### config.mk
export PLATFORM = sky130hd
export DESIGN_NAME = rede_out_collector_flat
export DESIGN_NICKNAME = d
export VERILOG_FILES = /design/src/rtl/rede_out_collector_if.sv /design/src/rtl/rede_out_collector.sv /design/src/flat_wrapper.sv
export SDC_FILE = /design/constraint.sdc
export NUM_CORES = 1
export LEC_CHECK = 0
export CORE_MARGIN = 2
export CORE_UTILIZATION = 49
export CTS_CLUSTER_SIZE = 14
export DETAILED_ROUTE_END_ITERATION = 10
export GPL_ROUTABILITY_DRIVEN = 0
export PLACE_DENSITY = 0.77
export REMOVE_ABC_BUFFERS = 1
export SYNTH_ARGS = -nofsm -noshare
export SYNTH_HDL_FRONTEND = slang
export SYNTH_SLANG_ARGS = --single-unit
export TNS_END_PERCENT = 10
### constraint.sdc
create_clock -name clk -period 5.31 [get_ports clk]
set_clock_uncertainty 0.15 [all_clocks]
set_input_delay 1.062 -clock clk [delete_from_list [all_inputs] [get_ports clk]]
set_output_delay 1.062 -clock clk [all_outputs]
set_load 0.01 [all_outputs]
### src/rtl/rede_out_collector_if.sv
// Result bus between the rede core output mux, the collector FIFO and its consumer.
// master drives results in and accepts the head entry; slave is the collector.
interface rede_out_collector_if #(
  parameter int DATA_W = 31
);
  logic signed [DATA_W-1:0] in_data;
  logic [3:0]               in_en;
  logic [4:0]               in_core;
  logic signed [DATA_W-1:0] out_data;
  logic [3:0]               out_port;
  logic [4:0]               out_core;
  logic                     out_valid;
  logic                     out_ready;

  modport master (
    output in_data, in_en, in_core, out_ready,
    input  out_data, out_port, out_core, out_valid
  );

  modport slave (
    input  in_data, in_en, in_core, out_ready,
    output out_data, out_port, out_core, out_valid
  );
endinterface

### src/rtl/rede_out_collector.sv
// First-word-fall-through collector for rede core results, with drop accounting.
// Optional macro REDE_COLLECT_TIMESTAMP_EN adds a 16-bit cycle stamp per entry (out_ts).
module rede_out_collector #(
  parameter int DEPTH = 16,
  parameter int NCORE = 24,
  localparam int AW   = $clog2(DEPTH)
) (
  input  logic                clk,
  input  logic                rst,
  rede_out_collector_if.slave bus,
  input  logic                clr,
  output logic                full,
  output logic                empty,
  output logic [AW:0]         count,
  output logic                overflow,
  output logic [7:0]          drop_cnt
`ifdef REDE_COLLECT_TIMESTAMP_EN
  ,
  output logic [15:0]         out_ts
`endif
);

  localparam int DATA_W = 31;
  localparam logic [5:0]  NCORE_L = 6'(NCORE);
  localparam logic [AW:0] DEPTH_L = (AW+1)'(DEPTH);

  function automatic logic [7:0] sat_inc8(input logic [7:0] v);
    return (v == 8'hFF) ? v : v + 8'd1;
  endfunction

  logic signed [DATA_W-1:0] mem_data [DEPTH];
  logic [3:0]               mem_port [DEPTH];
  logic [4:0]               mem_core [DEPTH];
  logic [AW-1:0]            wr_ptr, rd_ptr;
  logic [AW:0]              count_nxt;
  logic                     push_req, pop, wr_en, drop;

  assign full  = (count == DEPTH_L);
  assign empty = (count == '0);

  // Accept/drop decision: a full FIFO still takes a push when the head leaves the same edge
  always_comb begin
    push_req = (bus.in_en != 4'd0) && ({1'b0, bus.in_core} < NCORE_L);
    pop      = !empty && bus.out_ready;
    wr_en    = push_req && (!full || pop);
    drop     = push_req && full && !pop;
    count_nxt = count;
    case ({wr_en, pop})
      2'b10:   count_nxt = count + 1'b1;
      2'b01:   count_nxt = count - 1'b1;
      default: count_nxt = count;
    endcase
  end

  always_ff @(posedge clk) begin
    if (wr_en) begin
      mem_data[wr_ptr] <= bus.in_data;
      mem_port[wr_ptr] <= bus.in_en;
      mem_core[wr_ptr] <= bus.in_core;
    end
  end

  always_ff @(posedge clk or posedge rst) begin
    if (rst) begin
      wr_ptr   <= '0;
      rd_ptr   <= '0;
      count    <= '0;
      overflow <= 1'b0;
      drop_cnt <= 8'd0;
    end else begin
      if (wr_en) wr_ptr <= wr_ptr + 1'b1;
      if (pop)   rd_ptr <= rd_ptr + 1'b1;
      count <= count_nxt;
      // A drop on the clearing edge leaves a fresh count of one
      if (drop) begin
        overflow <= 1'b1;
        drop_cnt <= clr ? 8'd1 : sat_inc8(drop_cnt);
      end else if (clr) begin
        overflow <= 1'b0;
        drop_cnt <= 8'd0;
      end
    end
  end

  // Storage is not reset, so the head is gated to zero whenever nothing is held
  assign bus.out_valid = !empty;
  assign bus.out_data  = empty ? '0 : mem_data[rd_ptr];
  assign bus.out_port  = empty ? '0 : mem_port[rd_ptr];
  assign bus.out_core  = empty ? '0 : mem_core[rd_ptr];

`ifdef REDE_COLLECT_TIMESTAMP_EN
  logic [15:0] ts_cnt;
  logic [15:0] mem_ts [DEPTH];

  always_ff @(posedge clk or posedge rst) begin
    if (rst) ts_cnt <= 16'd0;
    else     ts_cnt <= ts_cnt + 16'd1;
  end

  always_ff @(posedge clk) begin
    if (wr_en) mem_ts[wr_ptr] <= ts_cnt;
  end

  assign out_ts = empty ? 16'd0 : mem_ts[rd_ptr];
`endif

endmodule

### src/flat_wrapper.sv
// flat-port wrapper written by rule: the top's interface ports become plain ports
module rede_out_collector_flat 
#(
  parameter int DEPTH = 16,
  parameter int NCORE = 24,
  localparam int AW   = $clog2(DEPTH)
)
  (clk, rst, clr, full, empty, count, overflow, drop_cnt, bus_in_data, bus_in_en, bus_in_core, bus_out_ready, bus_out_data, bus_out_port, bus_out_core, bus_out_valid);
  rede_out_collector_if bus_i ();
  input  logic clk;
  input  logic rst;
  input  logic clr;
  output logic full;
  output logic empty;
  output logic [AW:0] count;
  output logic overflow;
  output logic [7:0] drop_cnt;
  input wire logic [$bits(bus_i.in_data)-1:0] bus_in_data;
  input wire logic [$bits(bus_i.in_en)-1:0] bus_in_en;
  input wire logic [$bits(bus_i.in_core)-1:0] bus_in_core;
  input wire logic [$bits(bus_i.out_ready)-1:0] bus_out_ready;
  output wire logic [$bits(bus_i.out_data)-1:0] bus_out_data;
  output wire logic [$bits(bus_i.out_port)-1:0] bus_out_port;
  output wire logic [$bits(bus_i.out_core)-1:0] bus_out_core;
  output wire logic [$bits(bus_i.out_valid)-1:0] bus_out_valid;
  assign bus_i.in_data = bus_in_data;
  assign bus_i.in_en = bus_in_en;
  assign bus_i.in_core = bus_in_core;
  assign bus_i.out_ready = bus_out_ready;
  assign bus_out_data = bus_i.out_data;
  assign bus_out_port = bus_i.out_port;
  assign bus_out_core = bus_i.out_core;
  assign bus_out_valid = bus_i.out_valid;
  rede_out_collector #(.DEPTH(DEPTH), .NCORE(NCORE)) u_core (.clk(clk), .rst(rst), .bus(bus_i), .clr(clr), .full(full), .empty(empty), .count(count), .overflow(overflow), .drop_cnt(drop_cnt));
endmodule
==> metrics.md, run 1 <==
| Metric | Value |
|---|---|
| Cell taking the most area after synthesis | `edfxtp_1` |
| WP data required | `4.10 ns` |
| PortBufs | `100` |
| Seq/Total Area, Yosys | `77.4%` |
| Antenna violations before repair | `3` |
| Final worst-path cycle share | `88.3%` |
| Max_cap viols | `0` |
| Commonest cells in the netlist | `edfxtp_1, mux4_2, mux2i_1` |
| Hpwl dp | `29400 um` |
| Starting Density | `49.7%` |
| Clock-pin transition on the worst setup and hold timing paths | `0.06 ns` |
| GRT overflow | `0` |
| Hold buffers post-CTS | `0` |
| CP arrival | `3.48 ns` |
| Critical path startpoint | `u_core.count[1]` |
| Hold Path Class | `flop to flop` |
| Fin util | `58.0%` |
| Final Hold Fails | `0` |
| Syn_area_per_cell | `22.6 um^2` |
| Design area | `0.0298 mm^2` |
| Non-Filler Instances | `2018` |
| EDFF count, synth | `640` |
| Top cell type's share of synthesized area | `75.3%` |
| CTS tree | `done` |
| I/O pin cnt | `101` |
| Max VDD drop | `0.351 mV` |
| Crit. End Element | `output pin` |
| Die Height | `232 um` |
| YS warnings | `0` |
| Worst r2r dst | `u_core.mem_data[11][9]` |
| Largest cells by area after synthesis | `edfxtp_1, mux4_2, mux2i_1` |
| Nets | `1337` |
| Post-cts sizing count | `0` |
| Synth unique cells | `42` |
| Htree depth | `3` |
| Seq cells post-synth | `662` |
| FP Rows | `83` |
| Post-CTS Setup Bufs | `0` |
| Rel. slew slack | `40.4%` |
| Inst Count DP | `1893` |
| Layout cells sized above 1 | `25.1%` |
| Hold Path Sink | `u_core.rd_ptr[3]` |
| Area delta synth->final | `16.8%` |
| TritonCTS buffer count | `68` |
| Worst Reg-to-Reg Cells | `5` |
| Number of DRC markers in iteration 0 | `1205` |
| Die span in x | `232 um` |
| Pwr Density | `554 mW/mm^2` |
| DR pass1 iterations | `5` |
| DR vias | `12100` |
| Post-DP Area | `0.0277 mm^2` |
| Post-route ant nets | `0` |
| Slew @ Worst Pin | `0.893 ns` |
| Synth async-reset ratio | `3.32%` |
| Overall Power | `16.5 mW` |
| WHS | `0.359 ns` |
| Max-slew violations | `0` |
| Static Leakage | `9.60 nW` |
| First-pass GRT wire length | `79200 um` |
| Vias in the first global route | `12700` |
| Root Buffer | `clkbuf_16` |
| Status | `completed` |
| Total GRT Usage | `20.0%` |
| Diodes inserted | `0` |
| Hold path depth | `1` |
| Hold Crit Start | `u_core.rd_ptr[3]` |
| Mapped Cells | `1128` |
| Crit start category | `flop` |
| Unrepaired setup endpoints after global routing | `no` |
| Die ar. | `0.0539 mm^2` |
| Clk sinks | `662` |
| CP Class | `flop to output pin` |
| Min Tclk post-route | `4.69 ns` |
| DRC | `0` |
| Critical R2R Launch | `u_core.count[1]` |
| Most common cell in the netlist | `edfxtp_1` |
| Crit-path max FO | `15` |
| Clock buffer depth | `3` |
| Via density | `6.00` |
| Final Routed Wirelength | `52400 um` |
| WL/cell | `26.0 um` |
| Max Clk Rate | `0.213 GHz` |
| Post-Synthesis Cell Area | `0.0255 mm^2` |
| Flop-to-flop setup slack | `2.44 ns` |
| Final Setup Violations | `0` |
| Clk_lat worst skew | `0.60 ns` |
| Pin count of the biggest net entering global routing | `54` |
| Core area | `0.0514 mm^2` |
| Synth Flop Type | `edfxtp_1` |
-- layer usage --
metal  global-route usage (%)  wire, um  vias to the layer above
met5                        0        25                        -
met4                     6.09       958                        4
met3                     4.46      3970                       75
met2                     32.3     26200                      501
met1                     27.4     21200                     6417
li1                         -         -                     5111
-- cell usage in the layout (no fill, tap or decap), drive strengths merged, types with 3 or more instances in the layout --
master	netlist	layout
a21o	3	3
a21oi	9	9
buf	33	44
clkbuf	26	88
clkdlybuf4s50	0	100
clkinv	0	28
dfrtp	22	22
edfxtp	640	640
ha	9	9
inv	8	15
mux2	5	5
mux2i	80	80
mux4	160	160
nand2	10	10
nand2b	3	3
nand3	14	14
nor2	17	17
nor2b	3	3
nor3	5	5
o21ai	5	5
o22ai	40	40
o31ai	3	3
or4	4	4
xnor2	7	7
-- registers in the layout, indices dropped and copies added, names as in the netlist --
signal	cells
u_core.mem_port	64
u_core.rd_ptr	4
u_core.mem_data	496
u_core.wr_ptr	4
u_core.drop_cnt	8
u_core.mem_core	80
u_core.overflow	1
u_core.count	5
-- critical path, stage by stage, from the launching register on --
cell and delay [ns]:
dfrtp_1 0.49, nor4_4 0.47, nand2_1 0.29, nand2b_2 0.50, buf_4 0.35, o22ai_1 0.23
clkdlybuf4s50_1 0.53
-- logic make-up after synthesis --
kind of cell	Yosys count	share of synthesized area [%]
compound gates	69	1.80
xor+xnor	9	0.309
fa+ha+maj	10	0.520
buf+inv	67	1.08
flops	662	77.4
mux	245	17.5
simple gates	66	1.37
-- how the worst max path moves through the flow --
| stage | slack [ns] | cells after the start | end |
|---|---|---|---|
| 6_report | 0.62 | 6 | bus_out_port[2] |
| 5_1_grt | 0.42 | 6 | bus_out_data[28] |
| 4_1_cts | 0.58 | 6 | bus_out_data[23] |
| 3_5_place_dp | 0.92 | 8 | u_core.count[4] |
| 3_3_place_gp | 1.05 | 8 | u_core.count[4] |
| 2_1_floorplan | -3.15 | 3 | bus_out_core[0] |
-- where the power goes --
| part | total [mW] | internal (mW) | switching (mW) |
|---|---|---|---|
| Combinational | 5.22 | 2.55 | 2.67 |
| Clock | 4.43 | 2.49 | 1.94 |
| Sequential | 6.87 | 6.50 | 0.372 |
| Total | 16.5 | 11.5 | 4.98 |
-- final cells by class --
type / count / area, um^2
Sequential cell: 662 / 19800
Fill cell: 3584 / 21600
Clock buffer: 88 / 1810
Multi-Input combinational cell: 399 / 5600
Clock inverter: 37 / 277
Tap cell: 680 / 851
Inverter: 8 / 30.0
Timing Repair Buffer: 144 / 1470
-- through the flow --
step | TNS, ns | setup WS, ns
global route | 0 | 0.417
detailed placement | 0 | 0.918
floorplan | -132.52 | -3.15
CTS | 0 | 0.577
finish | 0 | 0.623
global placement | 0 | 1.05
No activity file was read; power rests on OpenSTA's default activity.
==> run 2: changes to the inputs <==
--- a/config.mk
+++ b/config.mk
@@ -5,11 +5,12 @@
 export SDC_FILE = /design/constraint.sdc
 export NUM_CORES = 1
 export LEC_CHECK = 0
+export CAP_MARGIN = 10
 export CORE_MARGIN = 2
 export CORE_UTILIZATION = 49
 export CTS_CLUSTER_SIZE = 14
 export DETAILED_ROUTE_END_ITERATION = 10
-export GPL_ROUTABILITY_DRIVEN = 0
+export GPL_TIMING_DRIVEN = 0
 export PLACE_DENSITY = 0.77
 export REMOVE_ABC_BUFFERS = 1
 export SYNTH_ARGS = -nofsm -noshare
==> run 2 against run 1 <==
Against the previous run:
- clock-buffer cell count is 5 lower
- hold slack gained 0.0020 ns
- final cell count down 0.30%
- register-to-register slack lost 0.13 ns
- critical path type unchanged
- first-iteration DRC count grew 13%
- critical path depth unchanged
- utilization grew 0.76 points
- sequential share of layout area shrank 0.86 points
- global-route usage rose by 0.97 points
==> metrics.md, run 2 (synthesized netlist as in run 1, its figures left out) <==
| Metric | Value |
|---|---|
| Final worst-path cycle share | `94.4%` |
| Layout cells sized above 1 | `25.1%` |
| Die Height | `232 um` |
| WP data required | `4.10 ns` |
| Final Routed Wirelength | `55000 um` |
| GRT overflow | `0` |
| Max_cap viols | `0` |
| Clock-pin transition on the worst setup and hold timing paths | `0.06 ns` |
| DR vias | `12100` |
| Max VDD drop | `0.457 mV` |
| Post-CTS Setup Bufs | `0` |
| Final Setup Violations | `0` |
| DRC | `0` |
| Register bank with the most flops | `u_core.mem_data` |
| Status | `completed` |
| Area delta synth->final | `18.3%` |
| Root Buffer | `clkbuf_16` |
| Min Tclk post-route | `5.01 ns` |
| Starting Density | `49.7%` |
| FP Rows | `83` |
| Hpwl dp | `31000 um` |
| TritonCTS buffer count | `66` |
| Clock buffer depth | `3` |
| Crit. End Element | `output pin` |
| Biggest regs | `u_core.mem_data: 496 flops, u_core.mem_core: 80 flops, u_core.mem_port: 64 flops` |
| Diodes inserted | `0` |
| Total GRT Usage | `21.0%` |
| CP Class | `flop to output pin` |
| Crit-path max FO | `43` |
| Clk_lat worst skew | `0.58 ns` |
| Die span in x | `232 um` |
| Die ar. | `0.0539 mm^2` |
| Via density | `6.04` |
| CTS tree | `done` |
| Core area | `0.0514 mm^2` |
| Max-slew violations | `0` |
| Number of DRC markers in iteration 0 | `1357` |
| First-pass GRT wire length | `82100 um` |
| Routability Congestion | `0.774` |
| Slew @ Worst Pin | `0.975 ns` |
| WL/cell | `27.3 um` |
| Post-route ant nets | `0` |
| Commonest non-fill, non-tap cells in the layout | `edfxtp_1, mux4_2, clkdlybuf4s50_1, mux2i_1, clkbuf_16` |
| Commonest non-fill, non-tap cell in the layout | `edfxtp_1` |
| Final Hold Fails | `0` |
| Nets | `1335` |
| Unrepaired setup endpoints after global routing | `no` |
| Vias in the first global route | `13000` |
| Htree depth | `3` |
| Rel. slew slack | `34.8%` |
| Post-cts sizing count | `0` |
| Antenna violations before repair | `1` |
| CP arrival | `3.80 ns` |
| DR pass1 iterations | `5` |
| Hold buffers post-CTS | `0` |
| PortBufs | `100` |
| Hold Path Class | `flop to flop` |
| WHS | `0.361 ns` |
| Crit start category | `flop` |
| Largest register FFs | `496` |
| I/O pin cnt | `101` |
| Max Clk Rate | `0.200 GHz` |
| Static Leakage | `9.73 nW` |
| Pin count of the biggest net entering global routing | `63` |
| Overall Power | `16.9 mW` |
| Clk sinks | `662` |
| Pwr Density | `558 mW/mm^2` |
-- run 2: layer usage --
metal / wire length, um / track usage, % / up-vias / part of all wire (%)
met5: 10 / 0 / - / 0.018
met3: 4460 / 4.54 / 117 / 8.1
met4: 1460 / 7.01 / 2 / 2.6
li1: - / - / 5103 / -
met1: 22000 / 28.7 / 6354 / 40
met2: 27100 / 33.8 / 570 / 49
-- run 2: per-stage QoR --
| stage | instances | worst slack, ns | instance area, um^2 | TNS [ns] | utilization, % |
|---|---|---|---|---|---|
| after floorplan | 1069 | -3.15 | 25300 | -132.52 | - |
| after detailed placement | 1893 | 0.768 | 28100 | 0 | 54.6 |
| after global routing | 2012 | 0.0228 | 30200 | 0 | 58.7 |
| after global placement | 1849 | -6.56 | 27100 | -1690.66 | 52.8 |
| after CTS | 2012 | 0.132 | 30200 | 0 | 58.7 |
| final | 2012 | 0.299 | 30200 | 0 | 58.7 |
-- run 2: area by class of cell --
type,count,area (um^2)
clock buffer,83,1820
clock inverter,36,324
fill,3488,21200
inverter,8,30.0
multi-input combinational,399,5600
sequential,662,19800
tap,680,851
timing repair buffer,144,1800
-- run 2: path summary, 6_finish.rpt --
path	endpoint	slack [ns]	startpoint	cells after the start
max	bus_out_data[7]	0.30	u_core.rd_ptr[0]	6
min	u_core.rd_ptr[3]	0.36	u_core.rd_ptr[3]	1
max reg2reg	u_core.mem_data[3][25]	2.31	u_core.count[0]	7
min reg2reg	u_core.rd_ptr[3]	0.36	u_core.rd_ptr[3]	1
max in group asynchronous	u_core.rd_ptr[0]	3.54	rst	2
min in group asynchronous	u_core.count[3]	0.82	rst	2
-- run 2: critical path, cell delays in order (launching register included) --
cell,delay [ns]
dfrtp_4,1.00
buf_16,0.37
buf_16,0.33
mux4_2,0.55
mux2i_1,0.21
o22ai_1,0.17
clkdlybuf4s50_1,0.54
-- run 2: where the power goes --
| group | internal, mW | switching [mW] | leakage, nW |
|---|---|---|---|
| registers | 6.49 | 0.455 | 6.07 |
| logic | 2.67 | 2.63 | 2.61 |
| clock network | 2.72 | 1.89 | 1.06 |
==> run 3: changes to the inputs <==
--- a/config.mk
+++ b/config.mk
@@ -5,7 +5,6 @@
 export SDC_FILE = /design/constraint.sdc
 export NUM_CORES = 1
 export LEC_CHECK = 0
-export CAP_MARGIN = 10
 export CORE_MARGIN = 2
 export CORE_UTILIZATION = 49
 export CTS_CLUSTER_SIZE = 14
==> run 3 against run 2 <==
Against the previous run:
- global-route usage increased by 0.13 points
- clock-buffer cell count shrank 5
- sequential power hardly changed
- final area shrank 0.30%
- register-to-register slack improved by 0.04 ns
- first-iteration DRC count grew 5.5%
- via count is 1.5% higher
- worst setup slack worse by 0.0018 ns
- largest power group unchanged
==> metrics.md, run 3 (synthesized netlist as in run 1, its figures left out) <==
| Metric | Value |
|---|---|
| Area delta synth->final | `17.9%` |
| Power share of the combinational group | `31.7%` |
| Worst-path cell chain | `buf_16 -> buf_16 -> mux4_2 -> mux2i_1 -> o22ai_1 -> clkdlybuf4s50_1` |
| Hold buffers post-CTS | `0` |
| GRT overflow | `0` |
| CP arrival | `3.80 ns` |
| Worst Reg-to-Reg Cells | `7` |
| Layout cells sized above 1 | `24.6%` |
| Rel. slew slack | `34.1%` |
| DRC | `0` |
| Clock buffer depth | `3` |
| Sequential share of power | `41.6%` |
| Number of DRC markers in iteration 0 | `1431` |
| Routability Congestion | `0.774` |
| Max_cap viols | `0` |
| Final Hold Fails | `0` |
| Slowest stage delay, CP | `1.00 ns` |
| Post-route ant nets | `0` |
| Pwr Density | `556 mW/mm^2` |
| Max Clk Rate | `0.199 GHz` |
| WP data required | `4.10 ns` |
| Register bank with the most flops | `u_core.mem_data` |
| Multi-input gate area | `0.00560 mm^2` |
| Crit path top cell by count | `buf_16` |
| CTS tree | `done` |
| Sw Share | `29.7%` |
| DR vias | `12300` |
| First-pass GRT wire length | `82500 um` |
| WL/cell | `27.6 um` |
| Hold Path Class | `flop to flop` |
| Post-CTS Setup Bufs | `0` |
| Antenna violations before repair | `4` |
| Crit-path max FO | `43` |
| Clk sinks | `662` |
| Die ar. | `0.0539 mm^2` |
| Max-slew violations | `0` |
| I/O pin cnt | `101` |
| Status | `completed` |
| Commonest non-fill, non-tap cell in the layout | `edfxtp_1` |
| Root Buffer | `clkbuf_16` |
| Flop-to-flop setup slack | `2.35 ns` |
| Critical R2R Launch | `u_core.count[0]` |
| Final Setup Violations | `0` |
| Overall Power | `16.7 mW` |
| Final Routed Wirelength | `55400 um` |
| Hold path depth | `1` |
| Clk_lat worst skew | `0.59 ns` |
| FP Rows | `83` |
| Post-cts sizing count | `0` |
| Crit start category | `flop` |
| Die span in x | `232 um` |
| PortBufs | `100` |
| WHS | `0.379 ns` |
| Hpwl dp | `31100 um` |
| TritonCTS buffer count | `66` |
| Largest register FFs | `496` |
| Hold Path Sink | `u_core.rd_ptr[3]` |
| Pin count of the biggest net entering global routing | `63` |
| Final worst-path cycle share | `94.4%` |
| Unrepaired setup endpoints after global routing | `no` |
| CP max-delay cell | `dfrtp_4` |
| P_sw | `4.96 mW` |
| Worst r2r dst | `u_core.mem_data[2][21]` |
| Clock-pin transition on the worst setup and hold timing paths | `0.06 ns` |
| DR pass1 iterations | `6` |
| Static Leakage | `9.68 nW` |
| Biggest regs | `u_core.mem_data: 496 flops, u_core.mem_core: 80 flops, u_core.mem_port: 64 flops` |
| Fin util | `58.6%` |
| Via density | `6.14` |
| Clk pwr share | `26.7%` |
| Nets | `1335` |
| Slew @ Worst Pin | `0.986 ns` |
| Commonest non-fill, non-tap cells in the layout | `edfxtp_1, mux4_2, clkdlybuf4s50_1, mux2i_1, clkbuf_16` |
| Starting Density | `49.7%` |
| Crit. End Element | `output pin` |
| Die Height | `232 um` |
| Hold Crit Start | `u_core.rd_ptr[3]` |
| Core area | `0.0514 mm^2` |
| Fill count | `3480` |
| Internal | `11.8 mW` |
| Sequential Area | `0.0198 mm^2` |
| Max VDD drop | `0.356 mV` |
| CP Class | `flop to output pin` |
| Total GRT Usage | `21.1%` |
| Min Tclk post-route | `5.01 ns` |
| Vias in the first global route | `12800` |
| Htree depth | `3` |
run 3: cell count changes in the layout (fill, tap and decap cells not counted), sizes merged:
cell,before,now
diode,0,1
clkbuf,83,78
inv,9,10
clkinv,27,26
bufinv,6,5
run 3: critical path: cells and delay by family (launching register included):
family	cells	cell delay [ns]
mux	2	0.75
buf+inv	3	1.25
flops	1	1.00
compound gates	1	0.14
run 3: cell type report:
class | count | share of cell area (%)
tap | 680 | 2.83
multi-input combinational | 399 | 18.6
antenna | 1 | 0.00831
sequential | 662 | 65.7
clock inverter | 35 | 0.968
timing repair buffer | 144 | 5.97
clock buffer | 78 | 5.85
inverter | 8 | 0.0997
run 3: worst max-delay path by stage:
| stage | start | endpoint | slack [ns] | cells past startpoint |
|---|---|---|---|---|
| 5_1_grt | u_core.rd_ptr[0] | bus_out_data[29] | 0.02 | 6 |
| 2_1_floorplan | u_core.rd_ptr[0] | bus_out_core[0] | -3.15 | 3 |
| 6_report | u_core.rd_ptr[0] | bus_out_data[29] | 0.30 | 6 |
| 4_1_cts | u_core.rd_ptr[0] | bus_out_data[29] | 0.17 | 6 |
| 3_5_place_dp | bus_in_core[3] | u_core.mem_data[3][25] | 0.78 | 8 |
| 3_3_place_gp | u_core.rd_ptr[0] | bus_out_core[3] | -6.56 | 4 |
run 3: per-stage QoR:
step	worst slack [ns]	instances	TNS, ns	area [um^2]
floorplan	-3.15	1069	-132.52	25300
CTS	0.165	2006	0	30100
finish	0.297	2007	0	30100
detailed placement	0.780	1893	0	28100
global route	0.0183	2006	0	30100
global placement	-6.56	1849	-1690.66	27100
run 3: layer usage:
layer | GRT usage [%] | vias up | share of wire, %
li1 | - | 5099 | -
met1 | 29.1 | 6496 | 40
met5 | 0 | - | 0.049
met4 | 7.11 | 4 | 2.8
met2 | 33.9 | 610 | 49
met3 | 4.29 | 118 | 8.1
run 3: power groups by stage:
stage | combinational (mW) | sequential [mW] | clock [mW]
detailed placement | 5.33 | 7.05 | 0
CTS | 5.38 | 6.96 | 4.54
floorplan | 3.18 | 7.30 | 0
global route | 5.65 | 7.03 | 4.72
global placement | 4.59 | 7.53 | 0
finish | 5.31 | 6.95 | 4.47
